==> src/rtl/demo_counter_pkg.sv <==
// Shared constants for the demo counter bank: per-channel counting modes
// and the width of the mode field.
package demo_counter_pkg;

  localparam int MODE_W = 2;

  localparam logic [MODE_W-1:0] MODE_UP      = 2'd0;
  localparam logic [MODE_W-1:0] MODE_DOWN    = 2'd1;
  localparam logic [MODE_W-1:0] MODE_MOD     = 2'd2;
  localparam logic [MODE_W-1:0] MODE_ONESHOT = 2'd3;

endpackage

==> src/rtl/demo_counter_chan.sv <==
// One counter channel: clear > load > step > hold, four counting modes and a
// registered terminal-count pulse aligned with the wrapped/terminal count.
module demo_counter_chan
  import demo_counter_pkg::*;
#(
  parameter int WIDTH = 8
) (
  input  logic              clk,
  input  logic              reset_n,
  input  logic              run,
  input  logic              enable,
  input  logic              clear,
  input  logic              load,
  input  logic [WIDTH-1:0]  load_val,
  input  logic [WIDTH-1:0]  limit,
  input  logic [MODE_W-1:0] mode,
  output logic [WIDTH-1:0]  count,
  output logic              tc
);

  localparam logic [WIDTH-1:0] ONE     = WIDTH'(1);
  localparam logic [WIDTH-1:0] MAX_VAL = {WIDTH{1'b1}};

  logic [WIDTH-1:0] count_q, count_d;
  logic             tc_q, tc_d;
  logic [WIDTH-1:0] count_inc;
  logic [WIDTH-1:0] count_dec;
  logic             step;

  assign count_inc = count_q + ONE;
  assign count_dec = count_q - ONE;
  assign step      = run && enable;

  always_comb begin
    count_d = count_q;
    tc_d    = 1'b0;
    if (clear) begin
      count_d = '0;
    end else if (load) begin
      count_d = load_val;
    end else if (step) begin
      unique case (mode)
        MODE_UP: begin
          count_d = count_inc;
          tc_d    = (count_q == MAX_VAL);
        end
        MODE_DOWN: begin
          count_d = count_dec;
          tc_d    = (count_q == '0);
        end
        MODE_MOD: begin
          // Also catches a loaded value already beyond the limit.
          if (count_q >= limit) begin
            count_d = '0;
            tc_d    = 1'b1;
          end else begin
            count_d = count_inc;
          end
        end
        MODE_ONESHOT: begin
          if (count_q < limit) begin
            count_d = count_inc;
            tc_d    = (count_inc == limit);
          end
        end
        default: begin
          count_d = count_q;
        end
      endcase
    end
  end

  always_ff @(posedge clk or negedge reset_n) begin
    if (!reset_n) begin
      count_q <= '0;
      tc_q    <= 1'b0;
    end else begin
      count_q <= count_d;
      tc_q    <= tc_d;
    end
  end

  assign count = count_q;
  assign tc    = tc_q;

endmodule

==> src/rtl/demo_counter_bank.sv <==
// Bank of NUM_CH independent counters gated by a synchronised and qualified
// clock-wizard lock; lives in the generated clock domain.
module demo_counter_bank
  import demo_counter_pkg::*;
#(
  parameter int NUM_CH    = 4,
  parameter int WIDTH     = 8,
  parameter int LOCK_WAIT = 16
) (
  input  logic                      clk,
  input  logic                      reset_n,
  input  logic                      locked,
  input  logic [NUM_CH-1:0]         enable,
  input  logic [NUM_CH-1:0]         clear,
  input  logic [NUM_CH-1:0]         load,
  input  logic [NUM_CH*WIDTH-1:0]   load_val,
  input  logic [NUM_CH*WIDTH-1:0]   limit,
  input  logic [NUM_CH*MODE_W-1:0]  mode,
  output logic [NUM_CH*WIDTH-1:0]   count,
  output logic [NUM_CH-1:0]         tc,
  output logic                      run
);

  localparam int QW = $clog2(LOCK_WAIT + 1);
  localparam logic [QW-1:0] QUAL_ONE = QW'(1);
  localparam logic [QW-1:0] QUAL_MAX = QW'(LOCK_WAIT);
  localparam logic [QW-1:0] QUAL_ARM = QW'(LOCK_WAIT - 1);

  logic [1:0]    sync_q, sync_d;
  logic [QW-1:0] qual_q, qual_d;
  logic          run_q, run_d;
  logic          locked_s;

  assign locked_s = sync_q[1];

  // run rises on the edge where the qualifier completes LOCK_WAIT cycles,
  // and drops one edge after locked_s is seen low.
  always_comb begin
    sync_d = {sync_q[0], locked};
    qual_d = qual_q;
    if (!locked_s) begin
      qual_d = '0;
    end else if (qual_q != QUAL_MAX) begin
      qual_d = qual_q + QUAL_ONE;
    end
    run_d = locked_s && (qual_q >= QUAL_ARM);
  end

  always_ff @(posedge clk or negedge reset_n) begin
    if (!reset_n) begin
      sync_q <= '0;
      qual_q <= '0;
      run_q  <= 1'b0;
    end else begin
      sync_q <= sync_d;
      qual_q <= qual_d;
      run_q  <= run_d;
    end
  end

  assign run = run_q;

  for (genvar i = 0; i < NUM_CH; i++) begin : g_chan
    demo_counter_chan #(
      .WIDTH (WIDTH)
    ) u_chan (
      .clk      (clk),
      .reset_n  (reset_n),
      .run      (run_q),
      .enable   (enable[i]),
      .clear    (clear[i]),
      .load     (load[i]),
      .load_val (load_val[i*WIDTH +: WIDTH]),
      .limit    (limit[i*WIDTH +: WIDTH]),
      .mode     (mode[i*MODE_W +: MODE_W]),
      .count    (count[i*WIDTH +: WIDTH]),
      .tc       (tc[i])
    );
  end

endmodule

==> config.mk <==
export PLATFORM = sky130hd
export DESIGN_NAME = demo_counter_bank
export DESIGN_NICKNAME = d
export VERILOG_FILES = /design/src/rtl/demo_counter_pkg.sv /design/src/rtl/demo_counter_chan.sv /design/src/rtl/demo_counter_bank.sv
export SDC_FILE = /design/constraint.sdc
export NUM_CORES = 1
export LEC_CHECK = 0
export BUFFER_PORTS_ARGS = -buffer_cell sky130_fd_sc_hd__clkbuf_2
export CORE_MARGIN = 8
export CORE_UTILIZATION = 55
export CTS_BUF_LIST = sky130_fd_sc_hd__clkbuf_8
export DETAILED_ROUTE_END_ITERATION = 6
export PLACE_DENSITY = 0.79
export SYNTH_ARGS = -nofsm -noshare
export SYNTH_HDL_FRONTEND = slang
export SYNTH_SLANG_ARGS = --single-unit
==> constraint.sdc <==
create_clock -name clk -period 3.3 [get_ports clk]
set_input_delay 0.495 -clock clk [delete_from_list [all_inputs] [get_ports clk]]
set_output_delay 0.495 -clock clk [all_outputs]
set_load 0.005 [all_outputs]
### Word level (Yosys, flattened, before mapping)

Index checks and enable logic that the tools add are counted.

| cells by class | value |
|---|---|
| $add $sub $neg | 9 |
| $mul | 0 |
| divide/modulo/power cells | 0 |
| order comparisons | 9 |
| eq/ne operators | 26 |
| shifts and indexed selects | 0 |
| mux-type cells | 50 |
| bitwise logic cells | 0 |
| reduce and logical (&&, ||, !) cells | 21 |

Operators with widths:

| cell | number |
|---|---|
| $mux 8 | 20 |
| $pmux 8 s4 | 4 |
| $add 8x1->8 const B | 4 |
| $eq 8x8->1 | 4 |
| $eq 8x8->1 const B | 4 |
| $ge 8x8->1 | 4 |
| $logic_not 8->1 | 4 |
| $lt 8x8->1 | 4 |
| $sub 8x1->8 const B | 4 |
| $mux 1 | 20 |
| $eq 2x2->1 const B | 8 |
| $ne 4x3->1 const B | 4 |
| $pmux 1 s4 | 4 |
| $reduce_bool 3->1 | 4 |
| $mux 5 | 2 |
| $eq 2x1->1 const B | 4 |
| $logic_not 2->1 | 4 |
| $reduce_and 2->1 | 4 |
| $add 5x1->5 const B | 1 |
| $ge 5x4->1 const B | 1 |
| $logic_and 1x1->1 | 5 |
| $ne 5x5->1 const B | 1 |
| $ne 2x1->1 const B | 1 |

| word-level totals | value |
|---|---|
| flip-flop bits (word level) | 44 |
| latch bits | 0 |
| RAM bits | 0 |
| ROM bits | 0 |
| output and inout port bits | 37 |
| logic and storage cells | 126 |
| memories | 0 |

### Depth between registers and ports, before layout

Gate-level depths: netlist of run 1.

| logic depth | value |
|---|---|
| word-level depth | 7 |
| depth in mapped cells | 10 |

### Modules after synthesis

Synthesis of run 1 repeated with hierarchy kept, for this count alone.

| unflattened totals | value |
|---|---|
| cells, all modules | 717 |
| area, all modules | 5720.5 um2 |

By module, submodules not included:

| module | times used | cells an instance | area an instance (um2) | sequential area each (um2) |
|---|---|---|---|---|
| demo_counter_chan (g_chan[0].u_chan ...) | 3 | 171 | 1322.5 | 225.2 |
| demo_counter_chan (g_chan[3].u_chan) | 1 | 171 | 1365.1 | 225.2 |
| demo_counter_bank | 1 | 33 | 387.9 | 200.2 |

### Least setup slack after synthesis of run 1

OpenSTA, ideal clock, no wires.

| timing path | value |
|---|---|
| path kind | in2reg |
| start | input port limit[17] |
| end | register g_chan[2].u_chan.count_q[7] |
| arrival time | 2219 ps |
| slack | 959 ps |
| stages on the path | 10 |
| buffers on the path | 1 |
| cell sequence | inv_1 -> ha_1 -> nor2b_1 -> o211ai_1 -> a211o_1 -> nand4_1 -> and2_1 -> clkbuf_1 -> a31o_2 -> a32o_1 |

| between the ends | value |
|---|---|
| longest elaborated chain between the ends | 6 |

Ends and longest elaborated chain:

| item | line | source |
|---|---|---|
| from (decl) | demo_counter_bank.sv:17 | `input logic [NUM_CH*WIDTH-1:0] limit,` |
| $ge 8x8->1 | demo_counter_chan.sv:53 | `if (count_q >= limit) begin` |
| $mux 8 | demo_counter_chan.sv:53 |  |
| $pmux 8 s4 | demo_counter_chan.sv:42 | `unique case (mode)` |
| $mux 8 | demo_counter_chan.sv:41 | `end else if (step) begin` |
| $mux 8 | demo_counter_chan.sv:39 | `end else if (load) begin` |
| $mux 8 | demo_counter_chan.sv:37 | `if (clear) begin` |
| to (signal assigned) | demo_counter_chan.sv:78 | `count_q <= count_d;` |
| to (decl) | demo_counter_chan.sv:24 | `logic [WIDTH-1:0] count_q, count_d;` |

Parallel ways exist; a longest one is shown, timed or not. The select of a mux whose other input is x is not followed.
A chain may end at the register's enable or synchronous reset.

### Worst setup path in the final report of run 1

| timing path | value |
|---|---|
| start | register g_chan[0].u_chan.count_q[1] |
| end | register g_chan[0].u_chan.count_q[3] |

| between the ends | value |
|---|---|
| longest elaborated chain between the ends | 6 |

Ends and longest elaborated chain:

| item | line |
|---|---|
| from (decl) | demo_counter_chan.sv:24 |
| from (signal assigned) | demo_counter_chan.sv:78 |
| $add 8x1->8 or $ge 8x8->1 (tied branches) | demo_counter_chan.sv:30, demo_counter_chan.sv:53 |
| $mux 8 (on tied branches) | demo_counter_chan.sv:61, demo_counter_chan.sv:53 |
| $pmux 8 s4 | demo_counter_chan.sv:42 |
| $mux 8 | demo_counter_chan.sv:41 |
| $mux 8 | demo_counter_chan.sv:39 |
| $mux 8 | demo_counter_chan.sv:37 |

Parallel ways exist; a longest one is shown, timed or not. The select of a mux whose other input is x is not followed.

==> results.md, run 1 <==
- DRC: 0
- Leading cell type in the layout, fill and taps excluded: clkbuf_2
- Lkg Pwr: 3.00 nW
- Fin area: 6200 um^2
- H-tree levels: 2
- Status: completed
- RSZ-0062 raised after global routing: no
- Final antenna-violating net count: 0
- Share of cells above drive strength 1: between 10% and 20%
- CTS tree: built
- Via/cell ratio: around 6
- Share of the synthesized area in the top cell type: around a fifth
- N_diodes: 0
- First-pass GRT wire length: between 20 and 30 mm
- GP Congestion: around 0.9
- Setup violators final: 0
- DPL Wire Length: 12.3 mm
- Worst-margin pin slew: between 0.8 and 0.9 ns
- Yosys warning count: 0
- Final Hold Slack: roughly 0.28 ns
- Worst setup EP type: flop
- Nets: between 900 and 1000
- Tightest Hold Check Type: primary input to asynchronous set/reset pin
- FP Rows: 36
- Max VDD drop: between 150 and 200 uV
- Critical path class: flop to flop
- Worst rel slew slack: between 40% and 50%
- Power Density: around 270 nW/um^2
- Netlist Area Pre-Place: 5440 um^2
- Max frequency: around 370 MHz
- Min cycle time layout: between 2 and 3 ns
- Setup ws final: roughly 0.57 ns
- Clock tree buffer depth: 2
- Syn nets: 862
- Flop and latch count out of synthesis: between 40 and 50
- Initial Util: 56.2%
- Pre-CTS setup slack: just under 0.5 ns
- Final Hold Vio Count: 0
- Ports: between 100 and 150
- M1 GR Usage: 28.7%
- Initial antenna violation count: 0
- Reg clk slew, reported paths: 0.09 ns
- GRT Overall Usage: between 20 and 25%
- Fillers: 890
- Pin count of the biggest net entering global routing: 32
- Cell variety after synth: 65
- Post-DP Area: between 6000 and 7000 um^2
- Worst Path Required: about 3.5 ns
- GRT Max-Usage Layer: met2
- CTS buffer count: 5
- Vias: around 5700
- Most frequent cells in the layout: 123 x clkbuf_2, 63 x ha_1, 62 x inv_1, 62 x nand2_1, 53 x a21oi_1
- Syn Area/Cell: roughly 7.6 um^2
- DR WL/cell: ~16 um
- Crit share post-route: between 80% and 90%
- Placeable Area: a little under 10000 um^2
- Clock sink count: between 40 and 50
- # port buffers: ~120
- Cells along the critical path: ha_1, nor2b_1, o211ai_1, a21oi_1, o21ai_1, nand4b_1, a2111oi_0, a211o_1
- Die H: around 120 um
- Synth top area cells: dfrtp_1 20%, ha_1 14%, xnor2_1 7.9%
- Critical path peak fanout: 8
- Post-CTS sizing: 0
- CTS root buffer: clkbuf_8
- CTS Hold Bufs: 0
- Max incr delay on CP: around 0.48 ns
- Max-Cap Viols: 0
- Met3 usage: 3.23%
- Postcts setup bufs: 0
- Cells after synthesis: 712
- Later-pin clock latency in the skew report: around 0.30 ns
- Post-synth top area cell: dfrtp_1
- Remaining global-route overflow: 0
- Predominant post-synthesis flop cell: dfrtp_1
- Worst path slowest cell: a2111oi_0
- Post-synth EDFFs: 0
- Critical Path AT: 2.97 ns
- Met2 Usage GRT: 40.2%
- Chip width: about 120 um
- Post-synth ARST share: 100%
- 1st-iter DRT viols: ~430
- Final TNS setup: 0 ns
- Slew Viols, Final: 0
- Synthesis-to-layout area growth: 13.8%
- Drt pass-1 iters: 7
- Die Area: 13300 um^2
- Register area share after synthesis: ~20%
- Final wirelength: around 15 mm
- CP Launch Type: flop
- Setup Skew: between 0.003 and 0.004 ns
- Vias in the first global route: ~5700
power breakdown:
group	internal, mW	switching (mW)
combinational	0.266	0.329
clock	0.248	0.198
sequential	0.563	0.0610
registers in the layout (all words and copies together), names as in the netlist:
signal / cells
g_chan.u_chan.count: 32
g_chan.u_chan.tc: 4
qual_q: 5
run: 1
sync_q: 2
cell families (layout without fill, tap and decap cells):
family                     Yosys count  after routing  share of synthesized area, %
and+or+nand+nor                    236            236                          22.1
adders and majority gates           63             63                          14.5
buffers and inverters              104            199                          7.88
DFF                                 44             44                          20.2
xor gates and xnor gates            66             66                          10.6
AOI/OAI and AO/OA                  199            199                          24.7
through the flow:
| stage | std cells | utilization, % | power [mW] |
|---|---|---|---|
| 3_3_place_gp | 932 | 62.7 | 1.20 |
| 6_report | 940 | 64.0 | 1.66 |
| 4_1_cts | 940 | 64.0 | 1.67 |
| 5_1_grt | 940 | 64.0 | 1.78 |
| 3_5_place_dp | 932 | 62.7 | 1.22 |
| 2_1_floorplan | 712 | - | 1.03 |
worst max-delay path, delay by kind of cell (launching register included):
family,cells,cell delay (ns)
DFF,1,0.47
AOI/OAI and AO/OA,5,1.34
and+or+nand+nor,2,0.53
adders and majority gates,1,0.32
layer usage:
layer / wire (um) / part of all wire (%)
met5: 0 / 0
met4: 204 / 1.3
met3: 995 / 6.5
met2: 7600 / 49
met1: 6590 / 43
worst paths after layout:
| kind | start | to | slack, ns | cells after the start |
|---|---|---|---|---|
| setup / recovery | g_chan[0].u_chan.count[1] | g_chan[0].u_chan.count[3] | 0.57 | 8 |
| min in group clk | locked | sync_q[0] | 0.29 | 1 |
| hold / removal | reset_n | sync_q[0] | 0.28 | 1 |
| max in group asynchronous | reset_n | g_chan[3].u_chan.count[2] | 2.32 | 2 |
| setup reg to reg | g_chan[0].u_chan.count[1] | g_chan[0].u_chan.count[3] | 0.57 | 8 |
| hold reg to reg | sync_q[0] | sync_q[1] | 0.36 | 0 |
Yosys cell counts (7+ instances only):
| cell type | n |
|---|---|
| a221oi_1 | 14 |
| a31oi_1 | 12 |
| xor2_1 | 17 |
| nor3_1 | 15 |
| a22o_1 | 9 |
| ha_1 | 63 |
| a21oi_1 | 53 |
| clkbuf_1 | 27 |
| o21ai_0 | 33 |
| and2_1 | 11 |
| xnor2_1 | 49 |
| inv_1 | 62 |
| nand2_1 | 62 |
| nor2_1 | 50 |
| and3_1 | 8 |
| nand3_1 | 27 |
| nand4_1 | 17 |
| dfrtp_1 | 44 |
| nor2b_1 | 11 |
| a211o_1 | 7 |
layout make-up:
type / count / area (um^2) / share of cell area [%]
Clock buffer: 6 / 82.6 / 1.33
Inverter: 62 / 233 / 3.76
Sequential cell: 44 / 1100 / 17.8
Timing Repair Buffer: 129 / 661 / 10.7
Tap cell: 133 / 166 / 2.69
Multi-Input combinational cell: 564 / 3910 / 63.2
Clock inverter: 2 / 38.8 / 0.626
(Power assumes the default switching activity.)
==> run 2: changes to the inputs <==
Clock period 3.3 ns to 2.85 ns, I/O delays scaled along.
==> run 2 against run 1 <==
Net effect: worst hold slack worse by 0.16 ns; routed wire length up 4.6%; utilization up 1.0 points; sequential power up 13%; fmax up 4.2%; design area up 1.6%; die area unchanged; global-route usage up 1.1 points; final cell count up 1.8%; largest cell class unchanged.
==> results.md, run 2 (synthesized netlist as in run 1, its figures left out) <==
- N_diodes: 0
- Ports: 124
- Placeable Area: between 9000 and 10000 um^2
- Synthesis-to-layout area growth: 15.7%
- CTS Hold Bufs: 0
- Clock tree buffer depth: 2
- Crit. Startpoint: g_chan[0].u_chan.count[1]
- Nets: 973
- Pre-CTS setup slack: about 0.16 ns
- Critical Path AT: 2.86 ns
- FP Rows: 36
- Chip width: about 120 um
- 1st-iter DRT viols: approximately 470
- Final antenna-violating net count: 0
- Flop2flop setup slack: 0.23 ns
- DPL Wire Length: 12.7 mm
- Drt pass-1 iters: 6
- Worst R2R End: g_chan[0].u_chan.count[3]
- DRC: 0
- Most frequent cells in the layout: 123 x clkbuf_2, 63 x ha_1, 62 x inv_1, 62 x nand2_1, 53 x a21oi_1
- Pin count of the biggest net entering global routing: 23
- Worst Path Required: around 3.1 ns
- Die Area: 13300 um^2
- DR WL/cell: around 17 um
- Slew Viols, Final: 0
- H-tree levels: 2
- R2R depth: 8
- Setup ws final: 0.230 ns
- CTS root buffer: clkbuf_8
- CTS tree: built
- Largest register FFs: 32
- Total Power: 1.86 mW
- Crit share post-route: between 90% and 100%
- GP Congestion: roughly 0.92
- Critical path peak fanout: 7
- Via/cell ratio: 6.11
- Later-pin clock latency in the skew report: around 0.3 ns
- Final Hold Vio Count: 0
- Worst-margin pin slew: about 0.73 ns
- CP Launch Type: flop
- Max frequency: ~380 MHz
- Worst rel slew slack: 50.7%
- Worst setup EP type: flop
- Initial antenna violation count: 0
- Setup Skew: roughly 0.0072 ns
- Final TNS setup: 0 ns
- Final wirelength: about 16 mm
- CTS buffer count: 5
- Power Density: 295 nW/um^2
- Post-layout util: roughly two thirds
- GRT Overall Usage: roughly a quarter
- Clock sink count: 44
- Critical path class: flop to flop
- # port buffers: roughly 120
- Status: completed
- Max VDD drop: approximately 260 uV
- Share of cells above drive strength 1: 19.9%
- Min cycle time layout: 2.62 ns
- Crit Reg-Reg Startpoint: g_chan[0].u_chan.count[1]
- Leading cell type in the layout, fill and taps excluded: clkbuf_2
- Initial Util: 56.2%
- Reg clk slew, reported paths: about 0.09 ns
- Setup violators final: 0
- Max-Cap Viols: 0
- Die H: about 120 um
- Vias in the first global route: around 5900
- Remaining global-route overflow: 0
- Tightest Hold Check Type: primary input to asynchronous set/reset pin
- Lkg Pwr: between 3 and 4 nW
- First-pass GRT wire length: 26.6 mm
- Vias: between 5000 and 6000
==> run 2: critical path, stage by stage, from the launching register on <==
cell       delay, ns
dfrtp_1         0.48
ha_1            0.32
nor2b_1         0.14
o211ai_1        0.24
a21oi_1         0.13
o21ai_1         0.29
nand4b_1        0.30
a2111oi_1       0.51
a211o_1         0.16
==> run 2: worst max path at each step <==
stage,endpoint,depth (start not counted)
CTS,g_chan[0].u_chan.count[3],8
detailed placement,g_chan[0].u_chan.count[3],10
floorplan,g_chan[2].u_chan.count[7],9
global route,g_chan[0].u_chan.count[3],7
finish,g_chan[0].u_chan.count[3],8
global placement,g_chan[0].u_chan.count[3],10
==> run 2: per-stage QoR <==
step	hold WS, ns	instances	area, um^2
after CTS	0.137	955	6280
after global routing	0.161	957	6300
after floorplan	0.132	712	5440
after global placement	0.339	947	6190
after detailed placement	0.348	947	6190
final	0.115	957	6300
==> run 2: timing repair <==
| action | in CTS | in global routing |
|---|---|---|
| setup endpoints to repair | 0 | 1 |
| hold endpoints to repair | 0 | 0 |
| buffers inserted | 0 | 2 |
| resized for setup | 0 | 1 |
==> run 2: final cells by class <==
class,instances,area [um^2]
well taps,133,166
flip-flops and latches,44,1100
inverters,62,233
clock inverters,2,10.0
clock buffers,6,82.6
fillers,844,3390
multi-input cells,564,3920
repair buffers,146,788
==> run 2: report_power, final <==
group | total [mW] | leakage, nW | internal [mW] | switching (mW)
clock | 0.423 | 0.0510 | 0.194 | 0.229
sequential | 0.704 | 0.593 | 0.652 | 0.0515
combinational | 0.730 | 2.43 | 0.323 | 0.407
==> run 2: metal layers <==
| metal | GRT usage (%) | vias to the layer above | share of wire (%) |
|---|---|---|---|
| met5 | 0 | - | 0 |
| met4 | 8.58 | 0 | 2.2 |
| met3 | 4.74 | 38 | 8.7 |
| met2 | 41.1 | 293 | 49 |
| met1 | 29.1 | 2728 | 40 |
| li1 | - | 2789 | - |
